## src/rtl/fpnew_pkg.sv

```systemverilog
// Shared types for the non-computational FP scheduler: formats, rounding
// modes, operations, status/class encodings, the request/response payload
// structs and the width helpers used to size ports.
package fpnew_pkg;

    typedef enum logic [2:0] {
        FP32    = 3'd0,
        FP64    = 3'd1,
        FP16    = 3'd2,
        FP8     = 3'd3,
        FP16ALT = 3'd4
    } fp_format_e;

    typedef enum logic [2:0] {
        RNE = 3'b000,
        RTZ = 3'b001,
        RDN = 3'b010,
        RUP = 3'b011,
        RMM = 3'b100,
        DYN = 3'b111
    } roundmode_e;

    typedef enum logic [3:0] {
        FMADD, FNMSUB, ADD, MUL, DIV, SQRT, SGNJ, MINMAX,
        CMP, CLASSIFY, F2F, F2I, I2F, CPKAB, CPKCD
    } operation_e;

    typedef struct packed {
        logic nv;
        logic dz;
        logic of;
        logic uf;
        logic nx;
    } status_t;

    typedef enum logic [9:0] {
        NEGINF     = 10'b00_0000_0001,
        NEGNORM    = 10'b00_0000_0010,
        NEGSUBNORM = 10'b00_0000_0100,
        NEGZERO    = 10'b00_0000_1000,
        POSZERO    = 10'b00_0001_0000,
        POSSUBNORM = 10'b00_0010_0000,
        POSNORM    = 10'b00_0100_0000,
        POSINF     = 10'b00_1000_0000,
        SNAN       = 10'b01_0000_0000,
        QNAN       = 10'b10_0000_0000
    } classmask_e;

    // Control part of an issued request (operands are sized per instance).
    typedef struct packed {
        logic [1:0] is_boxed;
        roundmode_e rnd_mode;
        operation_e op;
        logic       op_mod;
    } req_ctrl_t;

    // Metadata part of a returned result (result word is sized per instance).
    typedef struct packed {
        status_t    status;
        logic       extension_bit;
        classmask_e class_mask;
        logic       is_class;
    } rsp_meta_t;

    function automatic int unsigned fp_width(fp_format_e fmt);
        case (fmt)
            FP64:          return 64;
            FP16, FP16ALT: return 16;
            FP8:           return 8;
            default:       return 32;
        endcase
    endfunction

    // Tag width: enough bits to name every requester, never less than one.
    function automatic int unsigned tag_width(int unsigned num_req);
        return (num_req > 1) ? $clog2(num_req) : 1;
    endfunction

endpackage

```

## src/rtl/fpnew_rr_arb.sv

```systemverilog
// Round-robin arbiter with a hold lock: once an offer is made and not yet
// accepted, the same requester stays selected until the handshake or a flush.
module fpnew_rr_arb #(
    parameter int unsigned NumReq = 4,
    parameter int unsigned IdxW   = 2
) (
    input  logic            clk,
    input  logic            rst_n,
    input  logic [NumReq-1:0] i_valid,
    input  logic            i_issue_valid,
    input  logic            i_issue_ready,
    input  logic            i_flush,
    output logic [IdxW-1:0] o_win_idx
);

    logic [IdxW-1:0] r_rr_ptr;
    logic            r_lock;
    logic [IdxW-1:0] r_lock_idx;
    logic [IdxW-1:0] w_rr_idx;
    logic [IdxW-1:0] w_cand;
    logic            w_found;

    // Scan requesters starting at the pointer, wrapping at NumReq-1.
    always_comb begin
        // NOTE: every combinational output gets a default before any branch,
        // so no path leaves it unassigned and no latch is inferred.
        w_rr_idx = '0;
        w_found  = 1'b0;
        w_cand   = r_rr_ptr;
        for (int k = 0; k < int'(NumReq); k++) begin
            if (!w_found && i_valid[w_cand]) begin
                w_found  = 1'b1;
                w_rr_idx = w_cand;
            end
            w_cand = (w_cand == IdxW'(NumReq - 1)) ? '0 : w_cand + 1'b1;
        end
    end

    assign o_win_idx = r_lock ? r_lock_idx : w_rr_idx;

    // Pointer advances past the winner on handshake; lock holds a stalled offer.
    always_ff @(posedge clk or negedge rst_n) begin
        // NOTE: state registers use non-blocking assignments so every flop
        // samples pre-edge values regardless of statement order.
        if (!rst_n) begin
            r_rr_ptr   <= '0;
            r_lock     <= 1'b0;
            r_lock_idx <= '0;
        end else if (i_flush) begin
            r_lock <= 1'b0;
        end else if (i_issue_valid && i_issue_ready) begin
            r_lock   <= 1'b0;
            r_rr_ptr <= (o_win_idx == IdxW'(NumReq - 1)) ? '0 : o_win_idx + 1'b1;
        end else if (i_issue_valid) begin
            r_lock     <= 1'b1;
            r_lock_idx <= o_win_idx;
        end
    end

endmodule

```

## src/rtl/fpnew_noncomp_sched.sv

```systemverilog
// Scheduler sharing one non-computational FP unit among NumReq requesters:
// round-robin issue with zero added latency, tag-routed responses, an
// in-flight limit, flush, and optional per-requester grant counters enabled
// by macro FPNEW_NONCOMP_SCHED_STATS_EN.
module fpnew_noncomp_sched
    import fpnew_pkg::*;
#(
    parameter fp_format_e  FpFormat    = FP32,
    parameter int unsigned NumReq      = 4,
    parameter int unsigned MaxInflight = 2,
    parameter int unsigned CntWidth    = 16,
    localparam int unsigned WIDTH      = fp_width(FpFormat),
    localparam int unsigned TAG_W      = tag_width(NumReq)
) (
    input  logic                              clk_i,
    input  logic                              rst_ni,
    input  logic [NumReq-1:0]                 req_valid_i,
    output logic [NumReq-1:0]                 req_ready_o,
    input  logic [NumReq-1:0][1:0][WIDTH-1:0] req_operands_i,
    input  logic [NumReq-1:0][1:0]            req_is_boxed_i,
    input  roundmode_e                        req_rnd_mode_i [NumReq],
    input  operation_e                        req_op_i [NumReq],
    input  logic [NumReq-1:0]                 req_op_mod_i,
    output logic                              unit_in_valid_o,
    input  logic                              unit_in_ready_i,
    output logic [1:0][WIDTH-1:0]             unit_operands_o,
    output logic [1:0]                        unit_is_boxed_o,
    output roundmode_e                        unit_rnd_mode_o,
    output operation_e                        unit_op_o,
    output logic                              unit_op_mod_o,
    output logic [TAG_W-1:0]                  unit_tag_o,
    output logic                              unit_flush_o,
    input  logic                              unit_out_valid_i,
    output logic                              unit_out_ready_o,
    input  logic [WIDTH-1:0]                  unit_result_i,
    input  status_t                           unit_status_i,
    input  logic                              unit_extension_bit_i,
    input  classmask_e                        unit_class_mask_i,
    input  logic                              unit_is_class_i,
    input  logic [TAG_W-1:0]                  unit_tag_i,
    output logic [NumReq-1:0]                 rsp_valid_o,
    input  logic [NumReq-1:0]                 rsp_ready_i,
    output logic [WIDTH-1:0]                  rsp_result_o,
    output status_t                           rsp_status_o,
    output logic                              rsp_extension_bit_o,
    output classmask_e                        rsp_class_mask_o,
    output logic                              rsp_is_class_o,
    input  logic                              flush_i,
    output logic                              busy_o,
    output logic [NumReq-1:0][CntWidth-1:0]   grant_cnt_o
);

    localparam int unsigned INF_W = $clog2(MaxInflight + 1);

    logic [TAG_W-1:0] w_win_idx;
    logic             w_any_valid;
    logic             w_room;
    logic             w_issue_hs;
    logic             w_ret_hs;
    logic [INF_W-1:0] r_inflight;
    req_ctrl_t        w_req_ctrl [NumReq];
    req_ctrl_t        w_issue_ctrl;
    rsp_meta_t        w_rsp_meta;

    fpnew_rr_arb #(
        .NumReq (NumReq),
        .IdxW   (TAG_W)
    ) u_arb (
        .clk           (clk_i),
        .rst_n         (rst_ni),
        .i_valid       (req_valid_i),
        .i_issue_valid (unit_in_valid_o),
        .i_issue_ready (unit_in_ready_i),
        .i_flush       (flush_i),
        .o_win_idx     (w_win_idx)
    );

    // ---------------- issue side ----------------
    assign w_any_valid = |req_valid_i;
    // A full window still admits an issue when a slot frees in the same cycle.
    assign w_room          = (r_inflight < INF_W'(MaxInflight)) | w_ret_hs;
    // Outputs are forced idle while reset is held, not just after it.
    assign unit_in_valid_o = rst_ni & w_any_valid & w_room & ~flush_i;
    assign w_issue_hs      = unit_in_valid_o & unit_in_ready_i;
    assign unit_flush_o    = flush_i;
    assign unit_tag_o      = w_win_idx;

    // Gather each requester's control fields into one struct per requester.
    always_comb begin
        for (int i = 0; i < int'(NumReq); i++) begin
            w_req_ctrl[i] = '{is_boxed: req_is_boxed_i[i], rnd_mode: req_rnd_mode_i[i],
                              op: req_op_i[i], op_mod: req_op_mod_i[i]};
        end
    end

    assign w_issue_ctrl    = w_req_ctrl[w_win_idx];
    assign unit_operands_o = req_operands_i[w_win_idx];
    assign unit_is_boxed_o = w_issue_ctrl.is_boxed;
    assign unit_rnd_mode_o = w_issue_ctrl.rnd_mode;
    assign unit_op_o       = w_issue_ctrl.op;
    assign unit_op_mod_o   = w_issue_ctrl.op_mod;

    // Only the winner sees ready, and only on an actual handshake.
    always_comb begin
        req_ready_o = '0;
        for (int i = 0; i < int'(NumReq); i++) begin
            req_ready_o[i] = w_issue_hs & (w_win_idx == TAG_W'(i));
        end
    end

    // ---------------- return side ----------------
    // Steer the return to its tag owner; an unknown tag is accepted and dropped.
    always_comb begin
        rsp_valid_o      = '0;
        unit_out_ready_o = 1'b1;
        for (int i = 0; i < int'(NumReq); i++) begin
            if (unit_tag_i == TAG_W'(i)) begin
                rsp_valid_o[i]   = rst_ni & unit_out_valid_i;
                unit_out_ready_o = rsp_ready_i[i];
            end
        end
    end

    assign w_ret_hs   = unit_out_valid_i & unit_out_ready_o;
    assign w_rsp_meta = '{status: unit_status_i, extension_bit: unit_extension_bit_i,
                          class_mask: unit_class_mask_i, is_class: unit_is_class_i};

    assign rsp_result_o        = unit_result_i;
    assign rsp_status_o        = w_rsp_meta.status;
    assign rsp_extension_bit_o = w_rsp_meta.extension_bit;
    assign rsp_class_mask_o    = w_rsp_meta.class_mask;
    assign rsp_is_class_o      = w_rsp_meta.is_class;

    // Count accepted-but-unreturned operations; flush abandons them all.
    always_ff @(posedge clk_i or negedge rst_ni) begin
        if (!rst_ni) begin
            r_inflight <= '0;
        end else if (flush_i) begin
            r_inflight <= '0;
        end else if (w_issue_hs && !w_ret_hs) begin
            r_inflight <= r_inflight + 1'b1;
        end else if (!w_issue_hs && w_ret_hs && (r_inflight != '0)) begin
            r_inflight <= r_inflight - 1'b1;
        end
    end

    assign busy_o = rst_ni & ((r_inflight != '0) | w_any_valid);

    // ---------------- statistics ----------------
`ifdef FPNEW_NONCOMP_SCHED_STATS_EN
    logic [NumReq-1:0][CntWidth-1:0] r_grant_cnt;

    // Saturating per-requester grant counters.
    always_ff @(posedge clk_i or negedge rst_ni) begin
        if (!rst_ni) begin
            r_grant_cnt <= '0;
        end else begin
            for (int i = 0; i < int'(NumReq); i++) begin
                if (req_ready_o[i] && (r_grant_cnt[i] != '1)) begin
                    r_grant_cnt[i] <= r_grant_cnt[i] + 1'b1;
                end
            end
        end
    end

    assign grant_cnt_o = r_grant_cnt;
`else
    assign grant_cnt_o = '0;
`endif

endmodule

```

## config.mk

```make
export PLATFORM = sky130hd
export DESIGN_NAME = fpnew_noncomp_sched
export DESIGN_NICKNAME = d
export VERILOG_FILES = /design/src/rtl/fpnew_pkg.sv /design/src/rtl/fpnew_rr_arb.sv /design/src/rtl/fpnew_noncomp_sched.sv
export SDC_FILE = /design/constraint.sdc
export NUM_CORES = 1
export LEC_CHECK = 0
export CAP_MARGIN = 10
export CORE_AREA = 5 5 218 220
export DETAILED_ROUTE_END_ITERATION = 6
export DIE_AREA = 0 0 223 225
export PLACE_DENSITY = 0.45
export SYNTH_ARGS = -nofsm -noshare
export SYNTH_HDL_FRONTEND = slang
export SYNTH_SLANG_ARGS = --single-unit
```

## constraint.sdc

```tcl
create_clock -name clk_i -period 5.9 [get_ports clk_i]
set_clock_uncertainty 0.15 [all_clocks]
set_input_delay 1.77 -clock clk_i [delete_from_list [all_inputs] [get_ports clk_i]]
set_output_delay 1.77 -clock clk_i [all_outputs]
set_load 0.05 [all_outputs]
```

Word-level counts from Yosys, hierarchy flattened --
Index checks and enable logic that the tools add are counted.
Word-level totals: register bits after elaboration 7, word-level logic and storage cells 101
Cells by class: add/subtract/negate cells 6, order comparisons 7, eq/ne operators 9, mux-type cells 39, bitwise logic cells 16, reductions and logical operators 20
Operators with widths (count):
- $bmux 64 s2 | 1
- $mux 64 | 1
- $mux 2 | 12
- $bmux 10 s2 | 1
- $mux 10 | 2
- $mux 1 | 18
- $lt 2x3->1 const B | 5
- $eq 2x2->1 const B | 7
- $and 1x1->1 | 11
- $add 2x1->2 const B | 5
- $bmux 1 s2 | 4
- $logic_and 1x1->1 | 7
- $reduce_bool 3->1 | 2
- $logic_not 1->1 | 5
- $eq 2x1->1 const B | 2
- $logic_not 2->1 | 2
- $reduce_or 4->1 | 1
- $ge 3x3->1 const B | 1
- $not 2->3 | 1
- $reduce_and 3->1 | 1
- $lt 2x2->1 const B | 1
- $not 1->1 | 2
- $or 1x1->1 | 2
- $reduce_and 2->1 | 1
- 2 further kinds | 2

Depth between registers and ports, before layout --
word-level depth 17, depth in mapped cells 12

By module --
Synthesis repeated with hierarchy kept, for this count alone.
Unflattened totals: cell total of the unflattened synthesis 311, area, all modules 3529.6 um^2
By module, submodules not included:
- fpnew_noncomp_sched | instances 1, cells each 239, area each 2895.3 um^2
- fpnew_rr_arb | instances 1, cells each 72, area each 634.4 um^2

Least setup slack after synthesis --
Ideal clock, no wire load.
path kind in2out, start input port req_valid_i[1], end output port unit_operands_o[52] in the netlist's numbering, data arrival time 4.221 ns, setup slack -0.241 ns, cell stages on the path 9, buffers on the path 3, cells stage by stage buf_2 -> mux2_2 -> nor3_1 -> nor4b_1 -> or4_4 -> mux2i_4 -> buf_12 -> buf_12 -> mux2i_1
RTL lines:
- from (decl) | line fpnew_noncomp_sched.sv:17 | input logic [NumReq-1:0] req_valid_i,
- to (decl) | line fpnew_noncomp_sched.sv:26 | output logic [1:0][WIDTH-1:0] unit_operands_o,

==> reports/qor.yml <==
setup_ws_ns: -0.04210
slew_viol_final: 0
met2_usage: 0.1748
r2r-end: "u_arb.r_rr_ptr[0]$_DFFE_PN0P_"
fmax_mhz: 168.3
wl_um: 25410
cts_tree: "built"
rsz0062_at_grt: "true"
synthToLayoutAreaGrowth_pct: 170.6
cap_viol_max_count: 0
fillers: 4720
powerDensity_nw_per_um2: 710.0
synth_seq_cells: 7
avgSynthCellArea_um2: 9.186
layout_common_cells: "clkdlybuf4s50_1 (309), buf_12 (92), mux2i_4 (89), mux2i_2 (67), mux2i_1 (67)"
drtAntennaViolNets: 0
dp_hpwl_um: 20480
synthesis.area_um2: 4244
crit_type: "input pin to output port"
yosysSeqAreaShare: 0.04127
cts.htree.levels: 1
critPathArrivalTime_ns: 4.02
die_y_um: 225
clock-sinks: 7
drt_pre_antenna_iters: 4
fp-row-count: 78
grtUsageMet1: 0.09860
clk_latency_ns: 0.23
start_kind: "input pin"
io_buffer_count: 398
status: "finished with violations"
initial_core_util: 0.09413
reg2reg_from: "u_arb.r_rr_ptr[1]$_DFFE_PN0P_"
crit_end: "unit_operands_o[2]"
vias: 4939
setup.worst_path.end_class: "output port"
avgViaCountPerCell: 3.369
drt_iter0_markers: 49
clockRootBuffer: "clkbuf_16"
final_layout_size_suffix_gt1_frac: 0.4122
synthArstFlopShare: 1.000
period_share: 1.007
critPathRequiredTime_ns: 3.98
grtUsageTotal: 0.09058
p_leak_uw: 0.004331
fin_total_pwr_uw: 8154
peakVddDrop_mv: 0.3346
die_area_um2: 50180
fin_crit_ns: 5.942
ys_types: 47
layout.cells.most_common: "clkdlybuf4s50_1"
globalRoute.totalOverflow: 0
grt_pass1_wl_um: 35000
ys_warn_count: 0
crit_path_start: "req_valid_i[3]"
die_w_um: 223
tightest_slew_ns: 0.5144
finalSetupViolCount: 10
slew_headroom: 0.6560
avgRoutedWirePerCell_um: 17.34
fin_nets: 1232
final_util: 0.2547
cp_max_fo: 9
grt_most_used_layer: "met2"
antenna_found_initial: 2
clkTransAtPathRegs_ns: 0.04
hold_buffers: 0
hold_viol: 0
grt_max_degree: 27
core-area_um2: 45090
synthFlopType: "dfrtp_1"
syn-instance-count: 462
min_path_type: "flop to flop"
violations: "negative setup slack"
rr_worst_depth: 11
cts_buffers: 3
io_pins: 561
place_congestion: 0.7760
synth_edf_count: 0
drc_errors: 0
antenna_cells: 0
cts_max_path_buffers: 2
grt_pass1_vias: 5472
reg2reg_slack_ns: 2.39
use_met3: 0.03126
==> logic make-up after synthesis <==
family | after synthesis | share of synthesized area
compound gates | 25 | 0.04481
mux | 230 | 0.5528
other cells | 1 | 0.0008836
buf+inv | 151 | 0.2818
simple gates | 43 | 0.06368
fa+ha+maj | 5 | 0.01474
flops | 7 | 0.04127
==> worst min path at each step <==
stage	end	startpoint	cells past startpoint	slack, ns
global placement	u_arb.r_lock_idx[1]$_DFFE_PN0P_	u_arb.r_lock_idx[1]$_DFFE_PN0P_	1	0.39
detailed placement	u_arb.r_lock_idx[1]$_DFFE_PN0P_	u_arb.r_lock_idx[1]$_DFFE_PN0P_	1	0.39
floorplan	u_arb.r_lock_idx[1]$_DFFE_PN0P_	u_arb.r_lock_idx[1]$_DFFE_PN0P_	1	0.37
finish	u_arb.r_lock_idx[1]$_DFFE_PN0P_	u_arb.r_lock_idx[1]$_DFFE_PN0P_	1	0.40
CTS	u_arb.r_lock_idx[1]$_DFFE_PN0P_	u_arb.r_lock_idx[1]$_DFFE_PN0P_	1	0.40
global route	u_arb.r_lock_idx[1]$_DFFE_PN0P_	u_arb.r_lock_idx[1]$_DFFE_PN0P_	1	0.42
==> per-layer routing <==
layer,wire [um],vias to the layer above
li1,-,2313
met5,21,-
met1,9103,2307
met3,2266,22
met2,13710,293
met4,312,4
==> power breakdown <==
part	total [uW]	switching, uW	internal [uW]
clock network	118	27.5	90.1
logic	7950	3840	4120
registers	82.2	20.5	61.7
==> flip-flops by register name, indices dropped and copies added (netlist names) <==
register / count
r_inflight: 2
u_arb.r_lock_idx: 2
u_arb.r_lock: 1
u_arb.r_rr_ptr: 2
==> critical path, cell delays in order <==
cell and delay [ns]:
buf_8 0.11, buf_6 0.10, mux4_2 0.51, o31ai_4 0.24, a31o_4 0.26, inv_12 0.07, buf_8 0.13, buf_12 0.11
buf_12 0.14, mux2i_4 0.18, mux2i_2 0.21, buf_12 0.17
==> what timing repair did <==
action / CTS / global route
cloned: 7 / 3
endpoints found under the setup margin: 79 / 77
pin swaps: 4 / 4
gates resized for setup: 259 / 84
setup buffers: 14 / 7
==> Yosys cell counts (3+ instances only) <==
cell type	instances	area share
inv_1	5	0.0044
clkbuf_4	3	0.0053
o21ai_0	4	0.0047
mux2_1	3	0.0080
mux2i_1	222	0.52
buf_4	114	0.20
nor3b_1	5	0.0088
nor2_1	11	0.0097
nand2_1	7	0.0062
and3_1	4	0.0059
buf_12	5	0.024
buf_6	13	0.034
ha_1	5	0.015
dfrtp_1	7	0.041
buf_2	9	0.011
==> layout make-up <==
| type | instances | area, um^2 | area share |
|---|---|---|---|
| flip-flops and latches | 7 | 175.2 | 0.01525 |
| well taps | 600 | 750.7 | 0.06537 |
| repair buffers | 480 | 5834 | 0.5080 |
| repair inverters | 1 | 20.02 | 0.001743 |
| multi-input cells | 367 | 4587 | 0.3994 |
| clock buffers | 4 | 78.83 | 0.006863 |
| inverters | 7 | 38.79 | 0.003377 |
==> metrics by stage <==
stage | TNS [ns] | std cells | setup WS, ns | area [um^2] | hold WS, ns
floorplan | -13.40 | 525 | -0.2414 | 4543 | 0.3663
finish | -0.1829 | 1466 | -0.04210 | 11480 | 0.3969
global placement | -34.92 | 1438 | -0.5377 | 9422 | 0.3924
CTS | -2.338 | 1463 | -0.09981 | 11080 | 0.3984
detailed placement | -37.63 | 1438 | -0.5726 | 9422 | 0.3905
global route | -2.852 | 1466 | -0.1200 | 11480 | 0.4189
(Power assumes the default switching activity.)
